**config.mk**
```make
export PLATFORM = sky130hd
export DESIGN_NAME = bcd_to_binary_seq
export DESIGN_NICKNAME = d
export VERILOG_FILES = /design/src/rtl/bcd_pkg.sv /design/src/rtl/bcd_digit_mac.sv /design/src/rtl/bcd_to_binary_seq.sv
export SDC_FILE = /design/constraint.sdc
export NUM_CORES = 1
export LEC_CHECK = 0
export CAP_MARGIN = 20
export CORE_ASPECT_RATIO = 0.8
export CORE_MARGIN = 4
export CORE_UTILIZATION = 50
export CTS_CLUSTER_DIAMETER = 150
export DETAILED_ROUTE_END_ITERATION = 12
export GPL_TIMING_DRIVEN = 0
export PLACE_DENSITY = 0.77
export SLEW_MARGIN = 20
export SYNTH_ARGS = -nofsm -noshare
export SYNTH_HDL_FRONTEND = slang
export SYNTH_SLANG_ARGS = --single-unit
```
**constraint.sdc**
```tcl
create_clock -name clk -period 2.3 [get_ports clk]
set_input_delay 0.46 -clock clk [delete_from_list [all_inputs] [get_ports clk]]
set_output_delay 0.46 -clock clk [all_outputs]
set_load 0.03 [all_outputs]
```
**src/rtl/bcd_pkg.sv**
```systemverilog
// -----------------------------------------------------------------------------
// bcd_pkg
// Shared definitions for the BCD <-> binary converter family.
//   state_t        : converter FSM encoding (IDLE / CONV / DONE)
//   BCD_MAX_DIGIT  : largest legal BCD digit value
//   BCD_BASE       : radix of a BCD digit
// -----------------------------------------------------------------------------
package bcd_pkg;

  typedef enum logic [1:0] {
    ST_IDLE = 2'd0,
    ST_CONV = 2'd1,
    ST_DONE = 2'd2
  } state_t;

  localparam logic [3:0] BCD_MAX_DIGIT = 4'd9;
  localparam int         BCD_BASE      = 10;

endpackage : bcd_pkg

```
**src/rtl/bcd_digit_mac.sv**
```systemverilog
// -----------------------------------------------------------------------------
// bcd_digit_mac
// Combinational Horner step for decimal conversion: y = a*10 + d.
// The multiply by ten is built as (a<<3)+(a<<1) so no multiplier is inferred.
// Arithmetic wraps modulo 2^OUT_W.
// Ports:
//   a  in  OUT_W  running accumulator
//   d  in  4      next decimal digit (zero-extended before the add)
//   y  out OUT_W  a*10 + d
// -----------------------------------------------------------------------------
module bcd_digit_mac #(
  parameter int OUT_W = 14
) (
  input  logic [OUT_W-1:0] a,
  input  logic [3:0]       d,
  output logic [OUT_W-1:0] y
);

  logic [OUT_W-1:0] a_x8;
  logic [OUT_W-1:0] a_x2;
  logic [OUT_W-1:0] d_ext;

  assign a_x8  = a << 3;
  assign a_x2  = a << 1;
  assign d_ext = OUT_W'(d);
  assign y     = a_x8 + a_x2 + d_ext;

endmodule : bcd_digit_mac

```
**src/rtl/bcd_to_binary_seq.sv**
```systemverilog
// -----------------------------------------------------------------------------
// bcd_to_binary_seq
// Sequential packed-BCD to unsigned binary converter. A DIGITS-digit word is
// accepted in IDLE, converted most-significant digit first at one digit per
// clock (acc = acc*10 + digit), and presented in DONE until taken downstream.
// Latency from accept edge to out_valid is exactly DIGITS clocks.
//
// Optional build macro BCD_DIGIT_CHECK_EN:
//   defined   : a digit > 9 sets a sticky error; the result is out_err=1 and
//               out_bin=0.
//   undefined : no checking, digits 10..15 are weighted as-is, out_err stays 0.
//
// Ports:
//   clk        in   1         rising-edge clock
//   rst        in   1         synchronous active-high reset
//   in_bcd     in   4*DIGITS  packed BCD, MSD in the top nibble
//   in_valid   in   1         in_bcd valid
//   in_ready   out  1         high only in IDLE
//   out_bin    out  OUT_W     binary result
//   out_err    out  1         invalid digit seen (check build only)
//   out_valid  out  1         result valid (DONE)
//   out_ready  in   1         downstream takes the result
// -----------------------------------------------------------------------------
module bcd_to_binary_seq
  import bcd_pkg::*;
#(
  parameter int DIGITS = 4,
  parameter int OUT_W  = 14
) (
  input  logic                clk,
  input  logic                rst,
  input  logic [4*DIGITS-1:0] in_bcd,
  input  logic                in_valid,
  output logic                in_ready,
  output logic [OUT_W-1:0]    out_bin,
  output logic                out_err,
  output logic                out_valid,
  input  logic                out_ready
);

  localparam int CNT_W = $clog2(DIGITS + 1);
  localparam int SR_W  = 4 * DIGITS;

  state_t            state_q, state_d;
  logic [SR_W-1:0]   shift_q, shift_d;
  logic [OUT_W-1:0]  acc_q, acc_d;
  logic [CNT_W-1:0]  cnt_q, cnt_d;
  logic              err_q, err_d;
  logic [OUT_W-1:0]  out_bin_q, out_bin_d;
  logic              out_err_q, out_err_d;

  logic [3:0]        top_digit;
  logic [OUT_W-1:0]  mac_y;
  logic              digit_bad;
  logic              err_now;
  logic              last_digit;

  assign top_digit = shift_q[SR_W-1 -: 4];

  bcd_digit_mac #(.OUT_W(OUT_W)) u_mac (
    .a (acc_q),
    .d (top_digit),
    .y (mac_y)
  );

`ifdef BCD_DIGIT_CHECK_EN
  assign digit_bad = (top_digit > BCD_MAX_DIGIT);
`else
  assign digit_bad = 1'b0;
`endif

  // Error including the digit being consumed this cycle, so the final
  // digit's check reaches the DONE outputs without an extra clock.
  assign err_now    = err_q | digit_bad;
  assign last_digit = (cnt_q == CNT_W'(DIGITS - 1));

  always_comb begin
    state_d   = state_q;
    shift_d   = shift_q;
    acc_d     = acc_q;
    cnt_d     = cnt_q;
    err_d     = err_q;
    out_bin_d = out_bin_q;
    out_err_d = out_err_q;

    unique case (state_q)
      ST_IDLE: begin
        if (in_valid) begin
          shift_d = in_bcd;
          acc_d   = '0;
          cnt_d   = '0;
          err_d   = 1'b0;
          state_d = ST_CONV;
        end
      end
      ST_CONV: begin
        acc_d   = mac_y;
        shift_d = shift_q << 4;
        cnt_d   = cnt_q + CNT_W'(1);
        err_d   = err_now;
        if (last_digit) begin
          out_bin_d = err_now ? '0 : mac_y;
          out_err_d = err_now;
          state_d   = ST_DONE;
        end
      end
      ST_DONE: begin
        // Outputs are simply held; out_bin keeps its value after handoff.
        if (out_ready) begin
          state_d = ST_IDLE;
        end
      end
      default: begin
        state_d = ST_IDLE;
      end
    endcase
  end

  always_ff @(posedge clk) begin
    if (rst) begin
      state_q   <= ST_IDLE;
      shift_q   <= '0;
      acc_q     <= '0;
      cnt_q     <= '0;
      err_q     <= 1'b0;
      out_bin_q <= '0;
      out_err_q <= 1'b0;
    end else begin
      state_q   <= state_d;
      shift_q   <= shift_d;
      acc_q     <= acc_d;
      cnt_q     <= cnt_d;
      err_q     <= err_d;
      out_bin_q <= out_bin_d;
      out_err_q <= out_err_d;
    end
  end

  assign in_ready  = (state_q == ST_IDLE);
  assign out_valid = (state_q == ST_DONE);
  assign out_bin   = out_bin_q;
  assign out_err   = out_err_q;

endmodule : bcd_to_binary_seq

```
==> impl_metrics.tcl <==
set metrics [dict create \
    synth_nets 367 \
    crit_type "flop to flop" \
    insertion_delay_ps 300 \
    period_share_pct 104.0 \
    routedWlPerCell_um 16.54 \
    io_buffers 34 \
    p_leak_uw 0.001410 \
    power_per_cell_area_nw_per_um2 544.4 \
    final_cell_mix "dfxtp_1 (46), nor2_1 (38), a21oi_1 (37)" \
    worstHoldStart "out_bin[6]" \
    clock_path_buffers 2 \
    drv_slew 0 \
    clockRootBuffer "clkbuf_8" \
    multi_input_area_um2 1713 \
    placedInstanceArea_um2 3156 \
    setup_ws_ps -91.93 \
    violations "setup timing" \
    synth_top_area_cell "dfxtp_1" \
    nets 413 \
    crit_start "shift_q[15]" \
    rows 23 \
    r2r-start "shift_q[15]" \
    synth_seq_cells 48 \
    crit_slowest_cell "fa_1" \
    startpoint_type "flop" \
    path_delay_family "adder cells" \
    firstDrtPassIters 6 \
    die-area_um2 6717 \
    regArea_um2 963.4 \
    netlist_area_um2 2731 \
    synth-seq-area-share_pct 35.18 \
    cts_buffers 5 \
    synth-edff-count 0 \
    initial_core_util_pct 53.02 \
    via_count 2530 \
    grt_pass1_wl_mm 11.61 \
    via_per_inst 5.897 \
    placed_cells 417 \
    drtIter0Drc 208 \
    grt_max_degree 15 \
    drive_gt1_share_pct 14.99 \
    fin_crit_ps 2392 \
    route.detailed.drc 0 \
    slowest_delay_ps 540 \
    synth_cells 321 \
    path_cells "inv_2 -> fa_1 -> inv_2 -> ha_4 -> a21oi_4 -> buf_4 -> o211ai_1 -> a31oi_2 -> or4_1 -> nand3_1" \
    fin_cells 429 \
    areaGrowthSynthToFinish_pct 24.78 \
    status "finished, violations left" \
    overflow 0 \
    htree_levels 2 \
    worstSetupEndpointType "flop" \
    die_h_um 74.11 \
    antenna_found_initial 0 \
    synth_top_area_share_pct 35.18 \
    rsz0062_at_grt "true" \
    clock_sinks 48 \
    skew_ps 11.92 \
    cp_data_arrival_time_ps 2630 \
    antenna_left 0 \
    boundaryPins 37 \
    hold_class "flop to flop" \
    tightest_slew_ps 570.8 \
    clkTransAtPathRegs_ps 90 \
    grt_usage_pct 21.62 \
    cp_common_cell "inv_2" \
    maxCapViolations 0 \
    hold_viol 0 \
    final_common_cell "dfxtp_1" \
    fmax_mhz 418.1 \
    ys_top_cells_by_area "dfxtp_1 (35%), ha_1 (11%), a21oi_1 (7.3%)" \
    worstPathMaxFanout 3 \
    yosys_warnings 0 \
    n_antenna_cell 0 \
    post-dp-hpwl_mm 5.148 \
    core-area_um2 5151 \
    grt_pass1_vias 2309 \
    cts_tree "built" \
    die_w_um 90.64 \
    syn_area_per_cell_um2 8.509 \
    synth_top_flop_cell "dfxtp_1" \
    routed_wl_mm 7.097 \
    required_ps 2540 \
    yosysUniqueCellTypes 48 \
    n_fill_cell 425 \
    setup_viol 10 \
    critical_path_buf_inv_count 3 \
    ir_worst_vdd_v 0.0002619 \
    finalWeightedCongestion 0.8652 \
    design_area_um2 3408 \
    slew_headroom_pct 61.95 \
    synthArstFlopShare_pct 0 \
]
==> cells in the mapped netlist, types with 7 or more instances <==
cell	number
a21oi_1	40
ha_1	24
dfxtp_1	48
nand2_1	19
nor2b_1	18
inv_1	13
nand3_1	11
xnor2_1	7
a22oi_1	7
o221a_2	12
nor2_1	39
clkbuf_1	12
==> final cells by class <==
class,instances,area share (%)
tap,62,2.276
inverter,13,1.432
buffer,20,2.863
clock inverter,2,1.762
multi-input combinational,240,50.26
sequential,48,28.27
timing repair buffer,39,11.12
clock buffer,5,2.019
==> power breakdown <==
part | leakage [uW] | switching (uW) | internal (uW) | total [uW]
Combinational | 0.000954 | 146 | 121 | 267
Sequential | 0.000392 | 25.2 | 864 | 889
Clock | 0.0000642 | 271 | 428 | 699
==> layer usage <==
layer / GRT usage [%] / share of wire [%]
met5: 0 / 0
met3: 5.157 / 8.4
met4: 3.905 / 0.56
met1: 31.90 / 49
met2: 32.54 / 42
==> tightest hold or removal path, stage by stage, from the launching register on <==
cell	delay [ps]
dfxtp_1	310
nand2_1	50
a21oi_1	50
==> worst paths after layout <==
check,depth (start not counted),slack (ps),end
setup / recovery,10,-90,out_bin[11]
hold / removal,2,460,out_bin[6]
setup reg to reg,10,-90,out_bin[11]
hold reg to reg,2,460,out_bin[6]
==> sequential cells by signal, summed over array words and instances, names as in the netlist <==
name     flops
shift_q     16
out_bin     14
acc_q       13
cnt_q        3
state_q      2
==> cells by family (layout without fill, tap and decap cells) <==
kind of cell,count (synthesis),in the layout,synth area share [%]
xor gates and xnor gates,9,9,2.886
buffers and inverters,33,79,5.268
AOI/OAI and AO/OA,92,92,23.91
adders and majority gates,26,26,12.46
DFF,48,48,35.18
other,1,1,0.1373
and+or+nand+nor,111,111,19.79
muxes,1,1,0.3665
==> stage by stage <==
stage | setup slack [ps] | hold WS, ps | power [uW] | setup TNS [ps] | utilization [%]
floorplan | 29.47 | 443.5 | 1068 | 0 | -
global placement | -153.2 | 442.0 | 1154 | -588.2 | 61.26
detailed placement | -222.8 | 447.0 | 1156 | -1038 | 61.26
CTS | -86.44 | 459.6 | 1856 | -166.4 | 65.00
global route | -155.5 | 475.9 | 1930 | -1315 | 66.16
finish | -91.93 | 456.3 | 1855 | -432.9 | 66.16
==> timing repair <==
| item | 4_1_cts | 5_1_grt |
|---|---|---|
| hold buffers | 0 | 0 |
| gates resized for setup | 13 | 11 |
| endpoints found under the hold margin | 0 | 0 |
| pin swaps | 12 | 8 |
| cloned | 0 | 0 |
| buffers inserted | 3 | 2 |
| setup endpoints to repair | 14 | 13 |
Note: power is estimated with default switching activity, not from simulation.
